<file path="src/rtl/fu_branch_resolve_if.sv">
`default_nettype none
// ============================================================================
// Module      : fu_branch_resolve_if
// Description : Signal bundle for the branch functional unit. Groups the
//               issue handshake, flush, BTB update side, redirect, writeback
//               handshake and performance counters.
//               slave  : the branch unit (drives in_ready, BTB/redirect/wb/
//                        counter outputs)
//               master : the issue/predictor/writeback environment
// Revision    : 1.0 - initial release
// ============================================================================
interface fu_branch_resolve_if #(
  parameter int WORD_W = 32,
  parameter int CNT_W  = 32
);
  // Issue side
  logic              in_valid;
  logic              in_ready;
  logic [WORD_W-1:0] in_pc;
  logic [WORD_W-1:0] in_rs1;
  logic [WORD_W-1:0] in_rs2;
  logic [WORD_W-1:0] in_imm;
  logic [2:0]        in_op;
  logic              in_pred_taken;
  logic [WORD_W-1:0] in_pred_target;
  logic              flush;
  // BTB update side
  logic              update_btb;
  logic [WORD_W-1:0] update_pc;
  logic              branch_outcome;
  logic [WORD_W-1:0] branch_target;
  // Redirect
  logic              mispredict;
  logic [WORD_W-1:0] redirect_pc;
  // Writeback
  logic              wb_valid;
  logic              wb_ready;
  logic [WORD_W-1:0] wb_link;
  logic              wb_rd_en;
  // Performance counters
  logic [CNT_W-1:0]  branch_count;
  logic [CNT_W-1:0]  mispredict_count;

  modport slave (
    input  in_valid, in_pc, in_rs1, in_rs2, in_imm, in_op,
           in_pred_taken, in_pred_target, flush, wb_ready,
    output in_ready, update_btb, update_pc, branch_outcome, branch_target,
           mispredict, redirect_pc, wb_valid, wb_link, wb_rd_en,
           branch_count, mispredict_count
  );

  modport master (
    output in_valid, in_pc, in_rs1, in_rs2, in_imm, in_op,
           in_pred_taken, in_pred_target, flush, wb_ready,
    input  in_ready, update_btb, update_pc, branch_outcome, branch_target,
           mispredict, redirect_pc, wb_valid, wb_link, wb_rd_en,
           branch_count, mispredict_count
  );
endinterface
`default_nettype wire

</file>
<file path="src/rtl/fu_branch_resolve.sv">
`default_nettype none
// ============================================================================
// Module      : fu_branch_resolve
// Description : Execute-stage branch unit. S1 registers the issued operands
//               and resolves taken/target combinationally; S2 holds the
//               result for writeback and, in its first cycle, strobes the
//               BTB update and a redirect on misprediction.
// Ports       : CLK  - clock
//               nRST - asynchronous active-low reset
//               bus  - fu_branch_resolve_if.slave (issue, flush, BTB update,
//                      redirect, writeback handshake, counters)
// Revision    : 1.0 - initial release
// ============================================================================
module fu_branch_resolve #(
  parameter int WORD_W = 32,
  parameter int CNT_W  = 32
) (
  input wire logic           CLK,
  input wire logic           nRST,
  fu_branch_resolve_if.slave bus
);

  localparam logic [2:0] c_OP_BEQ  = 3'b000;
  localparam logic [2:0] c_OP_BNE  = 3'b001;
  localparam logic [2:0] c_OP_JAL  = 3'b010;
  localparam logic [2:0] c_OP_JALR = 3'b011;
  localparam logic [2:0] c_OP_BLT  = 3'b100;
  localparam logic [2:0] c_OP_BGE  = 3'b101;
  localparam logic [2:0] c_OP_BLTU = 3'b110;
  localparam logic [2:0] c_OP_BGEU = 3'b111;

  // S1: operand register
  logic              r_s1_valid;
  logic [WORD_W-1:0] r_s1_pc, r_s1_rs1, r_s1_rs2, r_s1_imm, r_s1_pred_target;
  logic [2:0]        r_s1_op;
  logic              r_s1_pred_taken;

  // S2: result register
  logic              r_s2_valid, r_s2_new;
  logic [WORD_W-1:0] r_s2_pc, r_s2_target, r_s2_link, r_s2_pred_target;
  logic              r_s2_taken, r_s2_rd_en, r_s2_pred_taken;

  logic [CNT_W-1:0]  r_branch_count, r_mispredict_count;

  logic              w_taken, w_rd_en;
  logic [WORD_W-1:0] w_pc_sum, w_reg_sum, w_target;
  logic              w_update, w_mispredict;
  logic              w_s1_adv, w_in_ready, w_accept, w_s2_load;

  // Resolution of the op sitting in S1
  always_comb begin
    w_taken = 1'b0;
    case (r_s1_op)
      c_OP_BEQ:  w_taken = (r_s1_rs1 == r_s1_rs2);
      c_OP_BNE:  w_taken = (r_s1_rs1 != r_s1_rs2);
      c_OP_BLT:  w_taken = ($signed(r_s1_rs1) <  $signed(r_s1_rs2));
      c_OP_BGE:  w_taken = ($signed(r_s1_rs1) >= $signed(r_s1_rs2));
      c_OP_BLTU: w_taken = (r_s1_rs1 <  r_s1_rs2);
      c_OP_BGEU: w_taken = (r_s1_rs1 >= r_s1_rs2);
      c_OP_JAL:  w_taken = 1'b1;
      c_OP_JALR: w_taken = 1'b1;
    endcase
  end

  assign w_pc_sum  = r_s1_pc + r_s1_imm;
  assign w_reg_sum = r_s1_rs1 + r_s1_imm;
  // JALR clears bit 0 of the computed address
  assign w_target  = (r_s1_op == c_OP_JALR) ? {w_reg_sum[WORD_W-1:1], 1'b0} : w_pc_sum;
  assign w_rd_en   = (r_s1_op == c_OP_JAL) || (r_s1_op == c_OP_JALR);

  // An S2 entry reports to the predictor only in its first cycle, so a
  // writeback stall never repeats the BTB write or the redirect.
  assign w_update     = r_s2_valid && r_s2_new;
  // A correctly predicted not-taken op ignores the predicted target.
  assign w_mispredict = w_update &&
                        ((r_s2_taken != r_s2_pred_taken) ||
                         (r_s2_taken && (r_s2_target != r_s2_pred_target)));

  assign w_s1_adv   = !r_s2_valid || bus.wb_ready;
  assign w_in_ready = !bus.flush && !w_mispredict && (!r_s1_valid || w_s1_adv);
  assign w_accept   = bus.in_valid && w_in_ready;
  // S1 holds a younger wrong-path op during a redirect, so it must not reach S2
  assign w_s2_load  = r_s1_valid && w_s1_adv && !w_mispredict && !bus.flush;

  always_ff @(posedge CLK or negedge nRST) begin
    if (!nRST) begin
      r_s1_valid       <= 1'b0;
      r_s1_pc          <= '0;
      r_s1_rs1         <= '0;
      r_s1_rs2         <= '0;
      r_s1_imm         <= '0;
      r_s1_op          <= '0;
      r_s1_pred_taken  <= 1'b0;
      r_s1_pred_target <= '0;
    end else begin
      if (bus.flush || w_mispredict) begin
        r_s1_valid <= 1'b0;
      end else if (w_accept) begin
        r_s1_valid <= 1'b1;
      end else if (w_s1_adv) begin
        r_s1_valid <= 1'b0;
      end
      if (w_accept) begin
        r_s1_pc          <= bus.in_pc;
        r_s1_rs1         <= bus.in_rs1;
        r_s1_rs2         <= bus.in_rs2;
        r_s1_imm         <= bus.in_imm;
        r_s1_op          <= bus.in_op;
        r_s1_pred_taken  <= bus.in_pred_taken;
        r_s1_pred_target <= bus.in_pred_target;
      end
    end
  end

  always_ff @(posedge CLK or negedge nRST) begin
    if (!nRST) begin
      r_s2_valid       <= 1'b0;
      r_s2_new         <= 1'b0;
      r_s2_pc          <= '0;
      r_s2_taken       <= 1'b0;
      r_s2_target      <= '0;
      r_s2_link        <= '0;
      r_s2_rd_en       <= 1'b0;
      r_s2_pred_taken  <= 1'b0;
      r_s2_pred_target <= '0;
    end else begin
      if (bus.flush) begin
        r_s2_valid <= 1'b0;
        r_s2_new   <= 1'b0;
      end else if (w_s2_load) begin
        r_s2_valid <= 1'b1;
        r_s2_new   <= 1'b1;
      end else begin
        if (r_s2_valid && bus.wb_ready) begin
          r_s2_valid <= 1'b0;
        end
        r_s2_new <= 1'b0;
      end
      if (w_s2_load) begin
        r_s2_pc          <= r_s1_pc;
        r_s2_taken       <= w_taken;
        r_s2_target      <= w_target;
        r_s2_link        <= r_s1_pc + WORD_W'(4);
        r_s2_rd_en       <= w_rd_en;
        r_s2_pred_taken  <= r_s1_pred_taken;
        r_s2_pred_target <= r_s1_pred_target;
      end
    end
  end

  // Saturating event counters
  always_ff @(posedge CLK or negedge nRST) begin
    if (!nRST) begin
      r_branch_count     <= '0;
      r_mispredict_count <= '0;
    end else begin
      if (w_update && (r_branch_count != '1)) begin
        r_branch_count <= r_branch_count + CNT_W'(1);
      end
      if (w_mispredict && (r_mispredict_count != '1)) begin
        r_mispredict_count <= r_mispredict_count + CNT_W'(1);
      end
    end
  end

  assign bus.in_ready         = w_in_ready;
  assign bus.update_btb       = w_update;
  assign bus.update_pc        = r_s2_pc;
  assign bus.branch_outcome   = r_s2_taken;
  assign bus.branch_target    = r_s2_target;
  assign bus.mispredict       = w_mispredict;
  assign bus.redirect_pc      = r_s2_taken ? r_s2_target : r_s2_link;
  assign bus.wb_valid         = r_s2_valid;
  assign bus.wb_link          = r_s2_link;
  assign bus.wb_rd_en         = r_s2_rd_en;
  assign bus.branch_count     = r_branch_count;
  assign bus.mispredict_count = r_mispredict_count;

endmodule
`default_nettype wire

</file>
<file path="src/flat_wrapper.sv">
// flat-port wrapper written by rule: the top's interface ports become plain ports
module fu_branch_resolve_flat 
#(
  parameter int WORD_W = 32,
  parameter int CNT_W  = 32
)
  (CLK, nRST, bus_in_valid, bus_in_pc, bus_in_rs1, bus_in_rs2, bus_in_imm, bus_in_op, bus_in_pred_taken, bus_in_pred_target, bus_flush, bus_wb_ready, bus_in_ready, bus_update_btb, bus_update_pc, bus_branch_outcome, bus_branch_target, bus_mispredict, bus_redirect_pc, bus_wb_valid, bus_wb_link, bus_wb_rd_en, bus_branch_count, bus_mispredict_count);
  fu_branch_resolve_if #(.WORD_W(WORD_W), .CNT_W(CNT_W)) bus_i ();
  input wire logic CLK;
  input wire logic nRST;
  input wire logic [$bits(bus_i.in_valid)-1:0] bus_in_valid;
  input wire logic [$bits(bus_i.in_pc)-1:0] bus_in_pc;
  input wire logic [$bits(bus_i.in_rs1)-1:0] bus_in_rs1;
  input wire logic [$bits(bus_i.in_rs2)-1:0] bus_in_rs2;
  input wire logic [$bits(bus_i.in_imm)-1:0] bus_in_imm;
  input wire logic [$bits(bus_i.in_op)-1:0] bus_in_op;
  input wire logic [$bits(bus_i.in_pred_taken)-1:0] bus_in_pred_taken;
  input wire logic [$bits(bus_i.in_pred_target)-1:0] bus_in_pred_target;
  input wire logic [$bits(bus_i.flush)-1:0] bus_flush;
  input wire logic [$bits(bus_i.wb_ready)-1:0] bus_wb_ready;
  output wire logic [$bits(bus_i.in_ready)-1:0] bus_in_ready;
  output wire logic [$bits(bus_i.update_btb)-1:0] bus_update_btb;
  output wire logic [$bits(bus_i.update_pc)-1:0] bus_update_pc;
  output wire logic [$bits(bus_i.branch_outcome)-1:0] bus_branch_outcome;
  output wire logic [$bits(bus_i.branch_target)-1:0] bus_branch_target;
  output wire logic [$bits(bus_i.mispredict)-1:0] bus_mispredict;
  output wire logic [$bits(bus_i.redirect_pc)-1:0] bus_redirect_pc;
  output wire logic [$bits(bus_i.wb_valid)-1:0] bus_wb_valid;
  output wire logic [$bits(bus_i.wb_link)-1:0] bus_wb_link;
  output wire logic [$bits(bus_i.wb_rd_en)-1:0] bus_wb_rd_en;
  output wire logic [$bits(bus_i.branch_count)-1:0] bus_branch_count;
  output wire logic [$bits(bus_i.mispredict_count)-1:0] bus_mispredict_count;
  assign bus_i.in_valid = bus_in_valid;
  assign bus_i.in_pc = bus_in_pc;
  assign bus_i.in_rs1 = bus_in_rs1;
  assign bus_i.in_rs2 = bus_in_rs2;
  assign bus_i.in_imm = bus_in_imm;
  assign bus_i.in_op = bus_in_op;
  assign bus_i.in_pred_taken = bus_in_pred_taken;
  assign bus_i.in_pred_target = bus_in_pred_target;
  assign bus_i.flush = bus_flush;
  assign bus_i.wb_ready = bus_wb_ready;
  assign bus_in_ready = bus_i.in_ready;
  assign bus_update_btb = bus_i.update_btb;
  assign bus_update_pc = bus_i.update_pc;
  assign bus_branch_outcome = bus_i.branch_outcome;
  assign bus_branch_target = bus_i.branch_target;
  assign bus_mispredict = bus_i.mispredict;
  assign bus_redirect_pc = bus_i.redirect_pc;
  assign bus_wb_valid = bus_i.wb_valid;
  assign bus_wb_link = bus_i.wb_link;
  assign bus_wb_rd_en = bus_i.wb_rd_en;
  assign bus_branch_count = bus_i.branch_count;
  assign bus_mispredict_count = bus_i.mispredict_count;
  fu_branch_resolve #(.WORD_W(WORD_W), .CNT_W(CNT_W)) u_core (.CLK(CLK), .nRST(nRST), .bus(bus_i));
endmodule
</file>
<file path="config.mk">
export PLATFORM = sky130hd
export DESIGN_NAME = fu_branch_resolve_flat
export DESIGN_NICKNAME = d
export VERILOG_FILES = /design/src/rtl/fu_branch_resolve_if.sv /design/src/rtl/fu_branch_resolve.sv /design/src/flat_wrapper.sv
export SDC_FILE = /design/constraint.sdc
export NUM_CORES = 1
export LEC_CHECK = 0
export BUFFER_PORTS_ARGS = -buffer_cell sky130_fd_sc_hd__buf_2
export CELL_PAD_IN_SITES_DETAIL_PLACEMENT = 0
export CELL_PAD_IN_SITES_GLOBAL_PLACEMENT = 1
export CORE_MARGIN = 4
export CORE_UTILIZATION = 30
export CTS_CLUSTER_DIAMETER = 40
export CTS_CLUSTER_SIZE = 25
export DETAILED_ROUTE_END_ITERATION = 12
export GPL_TIMING_DRIVEN = 0
export PLACE_DENSITY_LB_ADDON = 0.1
export RECOVER_POWER = 100
export SLEW_MARGIN = 20
export SYNTH_ARGS = -nofsm -noshare
export SYNTH_HDL_FRONTEND = slang
export SYNTH_SLANG_ARGS = --single-unit
</file>
<file path="constraint.sdc">
create_clock -name CLK -period 4.3 [get_ports CLK]
set_input_delay 0.215 -clock CLK [delete_from_list [all_inputs] [get_ports CLK]]
set_output_delay 0.215 -clock CLK [all_outputs]
set_load 0.1 [all_outputs]
</file>
# Word-level counts from Yosys, hierarchy flattened
# Cells that the tools add are included.
# word_totals
ff_bits	362
latchBits	0
mem_bits_rw	0
romBits	0
inputBits	169
wordCells	77
mem_count	0
# op_classes
n_addsub	5
mul	0
div_mod_pow	0
magnitude_cmp	4
n_eq_ne	13
shift	0
muxes	11
bitwise	0
n_reduce_logical	25
# op_table
cell	n
32-bit by 1-bit adder with 32-bit output, second input constant	2
32-bit adder	2
32-bit greater-or-equal comparator	2
32-bit less-than comparator	2
32-bit two-way mux	2
32-bit inequality test	2
32-bit inequality test, second input constant	2
32-bit by 3-bit adder with 32-bit output, second input constant	1
32-bit == test	1
3-bit == test, second input constant	4
1-bit logical AND	12
1-bit two-way mux	8
1-bit case mux with 7 select lines	1
3-bit by 2-bit == test with 1-bit output, second input constant	2
3-bit nonzero test	2
1-bit logical OR	5
1-bit zero test	4
3-bit by 1-bit == test with 1-bit output, second input constant	1
3-bit zero test	1
2-bit OR reduction	1
1-bit inequality test	1

# Logic depth before layout (Yosys ltp)
# Gate-level depths: netlist of the first run.
# logic_depth
depth_word	10
mapped_depth	13
mapped_depth_nobuf	13

# Worst setup path after synthesis of the first run
# OpenSTA, ideal clock, no wires.
# synth_path
path_kind	register to register
start	register u_core.r_s2_valid, in the netlist u_core.bus.wb_valid
end	register u_core.r_mispredict_count[25], in the netlist u_core.bus.mispredict_count[25]
arrival_ns	4.924
required_ns	4.142
path_slack_ns	-0.782
stages_incl_launch_ff	10
path_buffers	1
synth_period_minus_slack_ns	5.082
cell_sequence	dfrtp_1 -> and2_0 -> o21ai_0 -> a21oi_2 -> o21ai_1 -> nor4_1 -> and2_0 -> buf_2 -> nand4_1 -> xnor2_1
# synth_between
elab_chain_len	3
# synth_lines
item	line	text
start, declared	fu_branch_resolve.sv:39	logic r_s2_valid, r_s2_new;
start signal, assigned	fu_branch_resolve.sv:117	r_s2_valid <= 1'b0;
start signal, assigned	fu_branch_resolve.sv:128	r_s2_valid <= 1'b0;
start signal, assigned	fu_branch_resolve.sv:131	r_s2_valid <= 1'b1;
1-bit logical AND	fu_branch_resolve.sv:73	assign w_update = r_s2_valid && r_s2_new;
via bus_update_btb	flat_wrapper.sv:22	output wire logic [$bits(bus_i.update_btb)-1:0] bus_update_btb;
1-bit logical AND	fu_branch_resolve.sv:75	assign w_mispredict = w_update &&
via bus_mispredict	flat_wrapper.sv:26	output wire logic [$bits(bus_i.mispredict)-1:0] bus_mispredict;
1-bit logical AND	fu_branch_resolve.sv:160	if (w_mispredict && (r_mispredict_count != '1)) begin
end signal, assigned	fu_branch_resolve.sv:161	r_mispredict_count <= r_mispredict_count + CNT_W'(1);
end, declared	fu_branch_resolve.sv:43	logic [CNT_W-1:0] r_branch_count, r_mispredict_count;
# The timed path passes the listed nets, and every way through them passes these cells.
# A chain may end at the register's enable or synchronous reset.

# Final worst setup path of the first run
# layout_path
start	register u_core.r_s2_target[13], in the netlist u_core.bus.branch_target[13]
end	register u_core.r_s2_rd_en, in the netlist u_core.bus.wb_rd_en
# layout_between
elab_chain_len	7
# layout_lines
item	line	text
start, declared	fu_branch_resolve.sv:40	logic [WORD_W-1:0] r_s2_pc, r_s2_target, r_s2_link, r_s2_pred_target;
start signal, assigned	fu_branch_resolve.sv:142	r_s2_target <= w_target;
32-bit inequality test	fu_branch_resolve.sv:77	(r_s2_taken && (r_s2_target != r_s2_pred_target)));
1-bit logical AND	fu_branch_resolve.sv:77	
1-bit logical OR	fu_branch_resolve.sv:76	((r_s2_taken != r_s2_pred_taken) ||
1-bit logical AND	fu_branch_resolve.sv:75	
1-bit zero test	fu_branch_resolve.sv:83	assign w_s2_load = r_s1_valid && w_s1_adv && !w_mispredict && !bus.flush;
1-bit logical AND (2 in a row)	fu_branch_resolve.sv:83	
end signal, assigned	fu_branch_resolve.sv:144	r_s2_rd_en <= w_rd_en;
end, declared	fu_branch_resolve.sv:41	logic r_s2_taken, r_s2_rd_en, r_s2_pred_taken;
# Every way passes these cells.

==> results_dict.tcl, run 1 <==
set metrics [dict create \
    seq_area_frac_synth_pct 45.4 \
    critical-path-top-cell-by-count "sky130_fd_sc_hd__nand3_1" \
    synth-main-ff-cell "sky130_fd_sc_hd__dfrtp_1" \
    maximum_level_of_the_cts_h_tree 3 \
    grt_max_degree 94 \
    stdcell_count 3393 \
    outcome "finished, violations left" \
    violations_in_the_final_reports "max-capacitance violations, max-slew violations" \
    syn_area_per_cell_um2 10.7 \
    floorplan.initialDensity_pct 30.5 \
    total_switching_power_mw 8.63 \
    syn_area_mm2 0.0198 \
    cts.root.buffer_cell "sky130_fd_sc_hd__clkbuf_16" \
    placed_cells_incl_taps 3084 \
    worst-slew-pin-transition_ns 3.41 \
    critical_path.max_stage_delay_ns 0.47 \
    crit_path_top_delay_cell "sky130_fd_sc_hd__dfrtp_1" \
    detail-route-antenna-nets 0 \
    endpoint_kind "register" \
    detailroute.via_count 15900 \
    synth-compound-area-share_pct 9.15 \
    vias_in_the_first_global_route 16700 \
    cts_tree "built" \
    finalWeightedCongestion 0.826 \
    timing.critical_path.buf_inv 3 \
    synthAdderAreaFrac_pct 6.26 \
    finClkSkew_ns 0.0343 \
    cpLargestDelayFamily "simple AND/OR/NAND/NOR gates" \
    crit_path_max_fanout 10 \
    first_iter_violations 737 \
    wl_um 71000 \
    synthesis.nets 2126 \
    core.rowCount 93 \
    achievable-frequency_mhz 249 \
    cap_viol_max_count 1 \
    largest_family_of_logic_cells_by_synthesized_area "multiplexers" \
    clock_power_share_pct 33.8 \
    final_layout_size_suffix_gt1_share_pct 15.8 \
    cts_resized 0 \
    count_of_antenna_diodes_in_the_layout 0 \
    synth_xor_area_share_pct 7.47 \
    die_h_um 265 \
    synth_enable_flop_cells 0 \
    io-pin-count 367 \
    overflow 0 \
    sequentialPowerShare_pct 26.7 \
    switch_share_pct 46.3 \
    final_max_slew_viol_count 56 \
    global_route_wire_length_before_repair_um 106000 \
    synth_area_leaders "sky130_fd_sc_hd__dfrtp_1, sky130_fd_sc_hd__mux2_4, sky130_fd_sc_hd__nand2_1, sky130_fd_sc_hd__ha_1, sky130_fd_sc_hd__xnor2_1" \
    chip_width_um 265 \
    portBuffers 366 \
    sink_count_of_the_clock_tree 360 \
    min_path_type "in -> reg" \
    area_growth_pct 33.3 \
    finalHoldViolations 0 \
    worst_vdd_drop_mv 0.405 \
    synthDistinctLibCells 65 \
    fill_cells 6626 \
    slew_headroom_pct -128 \
    setup.worst_path.start_class "register" \
    netlist.area_leader.share_pct 45.4 \
    post_route_drc 0 \
    clk_latency_ns 0.61 \
    finalCriticalPeriod_ns 4.01 \
    cts_made_buffers 76 \
    power_frac_comb_pct 39.5 \
    p_leak_nw 12.2 \
    die-area_mm2 0.0703 \
    core_region_area_mm2 0.0649 \
    synth.top_cells.by_count "sky130_fd_sc_hd__dfrtp_1, sky130_fd_sc_hd__nand2_1, sky130_fd_sc_hd__mux2_4, sky130_fd_sc_hd__ha_1, sky130_fd_sc_hd__xnor2_1" \
    synthArstFlopShare_pct 100 \
    grtUsageTotal_pct 19.8 \
    crit_arrival_ns 4.53 \
    antenna_found_initial 1 \
    cts_max_path_buffers 3 \
    synthMuxAreaShare_pct 14.5 \
    dp_hpwl_um 54800 \
    first_pass_iters 4 \
    post-route-cell-area_mm2 0.0264 \
    crit_chain "xor2_1, nor4_1, nand4_1, nor4_2, a21oi_4, nor2_1, nand3_1, inv_2, clkbuf_2, buf_2, nand3_1, nand2_1" \
    required_ns 4.82 \
    postPlaceCellArea_mm2 0.0229 \
    yosys_warnings 0 \
    nets 2743 \
    routed_wire_length_per_instance_um 20.9 \
    syn_inst 1859 \
    power_per_cell_area_mw_per_mm2 705 \
    power.internal_mw 9.99 \
    yosys.area.top_type "sky130_fd_sc_hd__dfrtp_1" \
    final-setup-viol-count 0 \
    register_bit_total_from_synthesis 360 \
    viasPerCell 4.69 \
    clk_transition_reported_paths_ns 0.05 \
    rsz_0062_raised_after_global_routing "no" \
    critPathKind "reg -> reg" \
    yosysMostFrequentCell "sky130_fd_sc_hd__dfrtp_1" \
    simple_logic_cell_fraction_of_the_synthesized_area_pct 14.1 \
    final_min_period_over_clock_period_pct 93.3 \
]
[layout by cell type, fill, tap and decap left out, drive strengths merged, types with 18 or more instances in the layout]
cell type / count
buf: 176
clkbuf: 353
o21ai: 87
dfrtp: 360
dlygate4sd3: 169
mux2: 198
inv: 62
nor2: 80
clkinv: 23
ha: 96
a31oi: 21
a21o: 34
and3: 27
nand4: 30
xnor2: 87
nand2: 329
a21oi: 70
xor2: 82
o21a: 18
nor3: 26
nand3: 51
[power groups by stage]
| stage | Clock [mW] | Combinational [mW] | Sequential, mW |
|---|---|---|---|
| detailed placement | 0 | 7.58 | 5.03 |
| global placement | 0 | 7.54 | 5.01 |
| finish | 6.29 | 7.36 | 4.97 |
| floorplan | 0 | 3.93 | 6.73 |
| global route | 6.60 | 7.85 | 5.05 |
| CTS | 6.43 | 7.73 | 4.98 |
[state kept, by name (all words and copies together) (netlist names), 3 cells and up]
| name | cells |
|---|---|
| u_core.r_s1_pred_target | 32 |
| u_core.bus.update_pc | 30 |
| u_core.r_s1_imm | 32 |
| u_core.r_s1_rs1 | 32 |
| u_core.bus.mispredict_count | 32 |
| u_core.bus.wb_link | 32 |
| u_core.r_s1_pc | 32 |
| u_core.bus.branch_target | 32 |
| u_core.bus.branch_count | 32 |
| u_core.r_s1_rs2 | 32 |
| u_core.r_s2_pred_target | 32 |
| u_core.r_s1_op | 3 |
[repair_timing]
item,4_1_cts,5_1_grt
endpoints found under the hold margin,247,0
buffers inserted,0,0
hold buffers,169,0
[kinds of logic (layout without fill, tap and decap cells)]
kind of cell / count (synthesis) / after routing
buffers and inverters: 122 / 801
flip-flops: 360 / 360
AND/OR/NAND/NOR: 617 / 617
adder cells (fa/ha/maj): 98 / 98
XOR/XNOR: 169 / 169
AO/OA/AOI/OAI: 290 / 290
multiplexers: 203 / 203
[through the flow]
stage	setup TNS (ns)	utilization [%]	worst slack [ns]	total power, mW	hold slack [ns]
2_1_floorplan	0	-	0.275	10.7	-0.0806
3_3_place_gp	-1603.84	35.0	-4.53	12.6	0.400
3_5_place_dp	0	35.2	0.247	12.6	0.182
4_1_cts	0	42.1	0.231	19.1	0.123
5_1_grt	0	40.7	0.0645	19.5	0.336
6_report	0	40.7	0.289	18.6	0.367
[routing by layer]
layer	global-route usage (%)	share of wire, %	vias up
met3	3.92	4.7	91
li1	-	-	7777
met5	0	0	-
met1	26.5	46	7655
met2	32.6	46	381
met4	5.95	2.4	0
[cell type report]
| class | instances | area (µm²) | area share [%] |
|---|---|---|---|
| multi-input combinational | 1377 | 9700 | 36.7 |
| sequential | 360 | 9010 | 34.1 |
| timing repair buffer | 539 | 3370 | 12.8 |
| clock buffer | 92 | 2080 | 7.89 |
| tap | 855 | 1070 | 4.05 |
| clock inverter | 48 | 692 | 2.62 |
| buffer | 67 | 287 | 1.08 |
| inverter | 55 | 206 | 0.781 |
[worst paths after layout]
kind,from,end,slack [ns],cells past startpoint
hold / removal,bus_in_pred_target[5],u_core.r_s1_pred_target[5],0.37,3
hold reg to reg,u_core.bus.update_pc[2],u_core.bus.update_pc[2],0.47,2
setup / recovery,u_core.bus.branch_target[13],u_core.bus.wb_rd_en,0.29,12
setup reg to reg,u_core.bus.branch_target[13],u_core.bus.wb_rd_en,0.29,12
max in group asynchronous,nRST,u_core.r_s1_rs2[12],0.81,4
min in group asynchronous,nRST,u_core.bus.mispredict_count[10],1.31,2
[worst register-to-register path, cell delays in order (launching register included)]
cell and delay, ns:
sky130_fd_sc_hd__dfrtp_1 0.47, sky130_fd_sc_hd__xor2_1 0.26, sky130_fd_sc_hd__nor4_1 0.44, sky130_fd_sc_hd__nand4_1 0.21, sky130_fd_sc_hd__nor4_2 0.42, sky130_fd_sc_hd__a21oi_4 0.17, sky130_fd_sc_hd__nor2_1 0.12, sky130_fd_sc_hd__nand3_1 0.46
sky130_fd_sc_hd__inv_2 0.29, sky130_fd_sc_hd__clkbuf_2 0.44, sky130_fd_sc_hd__buf_2 0.38, sky130_fd_sc_hd__nand3_1 0.17, sky130_fd_sc_hd__nand2_1 0.09
Power figures use the tool's default switching activity.
==> run 2: changes to the inputs <==
==> constraint.sdc (replaced) <==
create_clock -name CLK -period 3.29 [get_ports CLK]
set_input_delay 0.329 -clock CLK [delete_from_list [all_inputs] [get_ports CLK]]
set_output_delay 0.329 -clock CLK [all_outputs]
set_load 0.1 [all_outputs]
==> run 2 against run 1 <==
Effect of this change:
- the flow still finishes with violations (max-capacitance violations, max-slew violations)
- clock-buffer cell count up 14
- via count up 0.90%
- hold slack worse by 0.26 ns
- combinational power up 37%
- non-clock buffer count up 9
- final cell count up 0.74%
- sequential cell count unchanged
- routed wire length up 0.18%
- global-route usage up 0.11 points
- first-iteration DRC count up 5.2%
- critical path type is now reg -> out
==> results_dict.tcl, run 2 (synthesis gave the netlist of run 1 again) <==
set metrics [dict create \
    fill_cells 6374 \
    outcome "finished, violations left" \
    routed_wire_length_per_instance_um 20.8 \
    first_pass_iters 5 \
    sequentialPowerShare_pct 25.8 \
    io-pin-count 367 \
    p_leak_nw 13.2 \
    stdcell_count 3418 \
    final_max_slew_viol_count 91 \
    clock_power_share_pct 34.3 \
    dp_hpwl_um 54000 \
    power.internal_mw 13.9 \
    required_ns 2.96 \
    first_iter_violations 775 \
    clk_latency_ns 0.62 \
    layout.cells.most_common "sky130_fd_sc_hd__nand2_1" \
    cts.root.buffer_cell "sky130_fd_sc_hd__clkbuf_16" \
    fin_util_pct 42.7 \
    layout.cells.most_common_list "sky130_fd_sc_hd__nand2_1, sky130_fd_sc_hd__dfrtp_1, sky130_fd_sc_hd__buf_2, sky130_fd_sc_hd__clkbuf_1, sky130_fd_sc_hd__dlygate4sd3_1" \
    final_layout_size_suffix_gt1_share_pct 26.6 \
    area_growth_pct 39.7 \
    global_route_wire_length_before_repair_um 107000 \
    cts_tree "built" \
    viasPerCell 4.69 \
    critPathKind "reg -> out" \
    busiest_layer "met2" \
    floorplan.initialDensity_pct 30.5 \
    worst_vdd_drop_mv 0.650 \
    grt_max_degree 93 \
    die-area_mm2 0.0703 \
    setup.worst_path.start_class "register" \
    chip_width_um 265 \
    worst-slew-pin-transition_ns 2.14 \
    total_power_mw 25.5 \
    placed_cells_incl_taps 3084 \
    critical-path-top-cell-by-count "sky130_fd_sc_hd__a21oi_4" \
    detailroute.via_count 16000 \
    core.rowCount 93 \
    core_region_area_mm2 0.0649 \
    vias_in_the_first_global_route 17000 \
    nets 2760 \
    finClkSkew_ns 0.0270 \
    finalCriticalPeriod_ns 3.23 \
    portBuffers 366 \
    wl_um 71200 \
    violations_in_the_final_reports "max-capacitance violations, max-slew violations" \
    crit_path_top_delay_cell "sky130_fd_sc_hd__dfrtp_4" \
    gr-usage-met3_pct 3.15 \
    rsz_0062_raised_after_global_routing "yes" \
    power_frac_comb_pct 39.9 \
    crit_arrival_ns 2.90 \
    final-setup-viol-count 0 \
    endpoint_kind "primary output" \
    post_route_drc 0 \
    crit_chain "xor2_1, nor4_2, nand4_1, nor4_4, a21oi_4, or2_4, a21oi_4, buf_12" \
    cts_made_buffers 84 \
    cts_max_path_buffers 3 \
    achievable-frequency_mhz 309 \
    critical_path.max_stage_delay_ns 0.53 \
    maximum_level_of_the_cts_h_tree 3 \
    antenna_found_initial 0 \
    sink_count_of_the_clock_tree 360 \
    die_h_um 265 \
    crit_path_max_fanout 4 \
    detail-route-antenna-nets 0 \
    gr-usage-met2_pct 32.7 \
    cap_viol_max_count 1 \
    switch_share_pct 45.4 \
    final_min_period_over_clock_period_pct 98.3 \
    grt.met1_usage_pct 27.1 \
    grtUsageTotal_pct 19.9 \
    total_switching_power_mw 11.6 \
    clk_transition_reported_paths_ns 0.04 \
    min_path_type "in -> reg" \
    finalWeightedCongestion 0.845 \
    slew_headroom_pct -42.6 \
    finalHoldViolations 0 \
    overflow 0 \
    power_per_cell_area_mw_per_mm2 920 \
]
==> run 2: per-layer routing <==
| metal | up-vias | share of wire [%] |
|---|---|---|
| li1 | 7819 | - |
| met1 | 7733 | 47 |
| met2 | 389 | 46 |
| met3 | 106 | 4.3 |
| met4 | 0 | 2.7 |
| met5 | - | 0 |
==> run 2: critical path, delay by kind of cell, from the launching register on <==
family,cells,cell delay (ns)
and+or+nand+nor,4,1.05
DFF,1,0.53
AOI/OAI and AO/OA,2,0.29
xor gates and xnor gates,1,0.23
buffers and inverters,1,0.19
==> run 2: final cells by class <==
type	count	area, µm²	area share, %
clock inverter	49	658	2.38
sequential	360	9080	32.8
inverter	55	206	0.745
timing repair buffer	550	3480	12.6
multi-input combinational	1377	10400	37.6
tap	855	1070	3.86
clock buffer	106	2340	8.44
antenna	1	2.50	0.00904
buffer	65	435	1.57
==> run 2: path summary, 6_finish.rpt <==
kind,startpoint,to,slack (ns),cells past startpoint
hold / removal,bus_wb_ready,u_core.bus.wb_valid,0.10,3
min in group asynchronous,nRST,u_core.bus.mispredict_count[17],0.22,2
hold reg to reg,u_core.r_s1_pred_taken,u_core.r_s2_pred_taken,0.47,2
max in group asynchronous,nRST,u_core.r_s1_pc[4],0.48,4
setup / recovery,u_core.bus.branch_target[28],bus_in_ready,0.06,8
setup reg to reg,u_core.bus.branch_target[28],u_core.r_s1_rs1[0],0.14,12
==> run 2: power groups by stage <==
stage	registers [mW]	clock network [mW]	logic, mW
after global placement	6.63	0	9.83
after CTS	6.59	8.94	10.2
final	6.58	8.74	10.1
after floorplan	8.87	0	5.13
after global routing	6.69	9.18	10.8
after detailed placement	6.65	0	9.89
==> run 2: per-stage QoR <==
| step | setup slack, ns | hold slack [ns] | instance area [µm²] | TNS [ns] |
|---|---|---|---|---|
| finish | 0.0573 | 0.105 | 27700 | 0 |
| global route | -0.0739 | 0.102 | 27700 | -0.122 |
| CTS | -0.0144 | 0.0517 | 27800 | -0.0144 |
| detailed placement | -0.756 | 0.136 | 23000 | -74.04 |
| global placement | -6.94 | 0.450 | 22800 | -2107.48 |
| floorplan | -0.294 | 0.0334 | 19900 | -47.39 |
==> run 2: timing repair <==
| action | 4_1_cts | 5_1_grt |
|---|---|---|
| gates resized for setup | 29 | 39 |
| hold buffers | 167 | 0 |
| setup buffers | 6 | 7 |
| hold endpoints to repair | 352 | 0 |
| pin swaps | 9 | 15 |
| endpoints found under the setup margin | 169 | 76 |
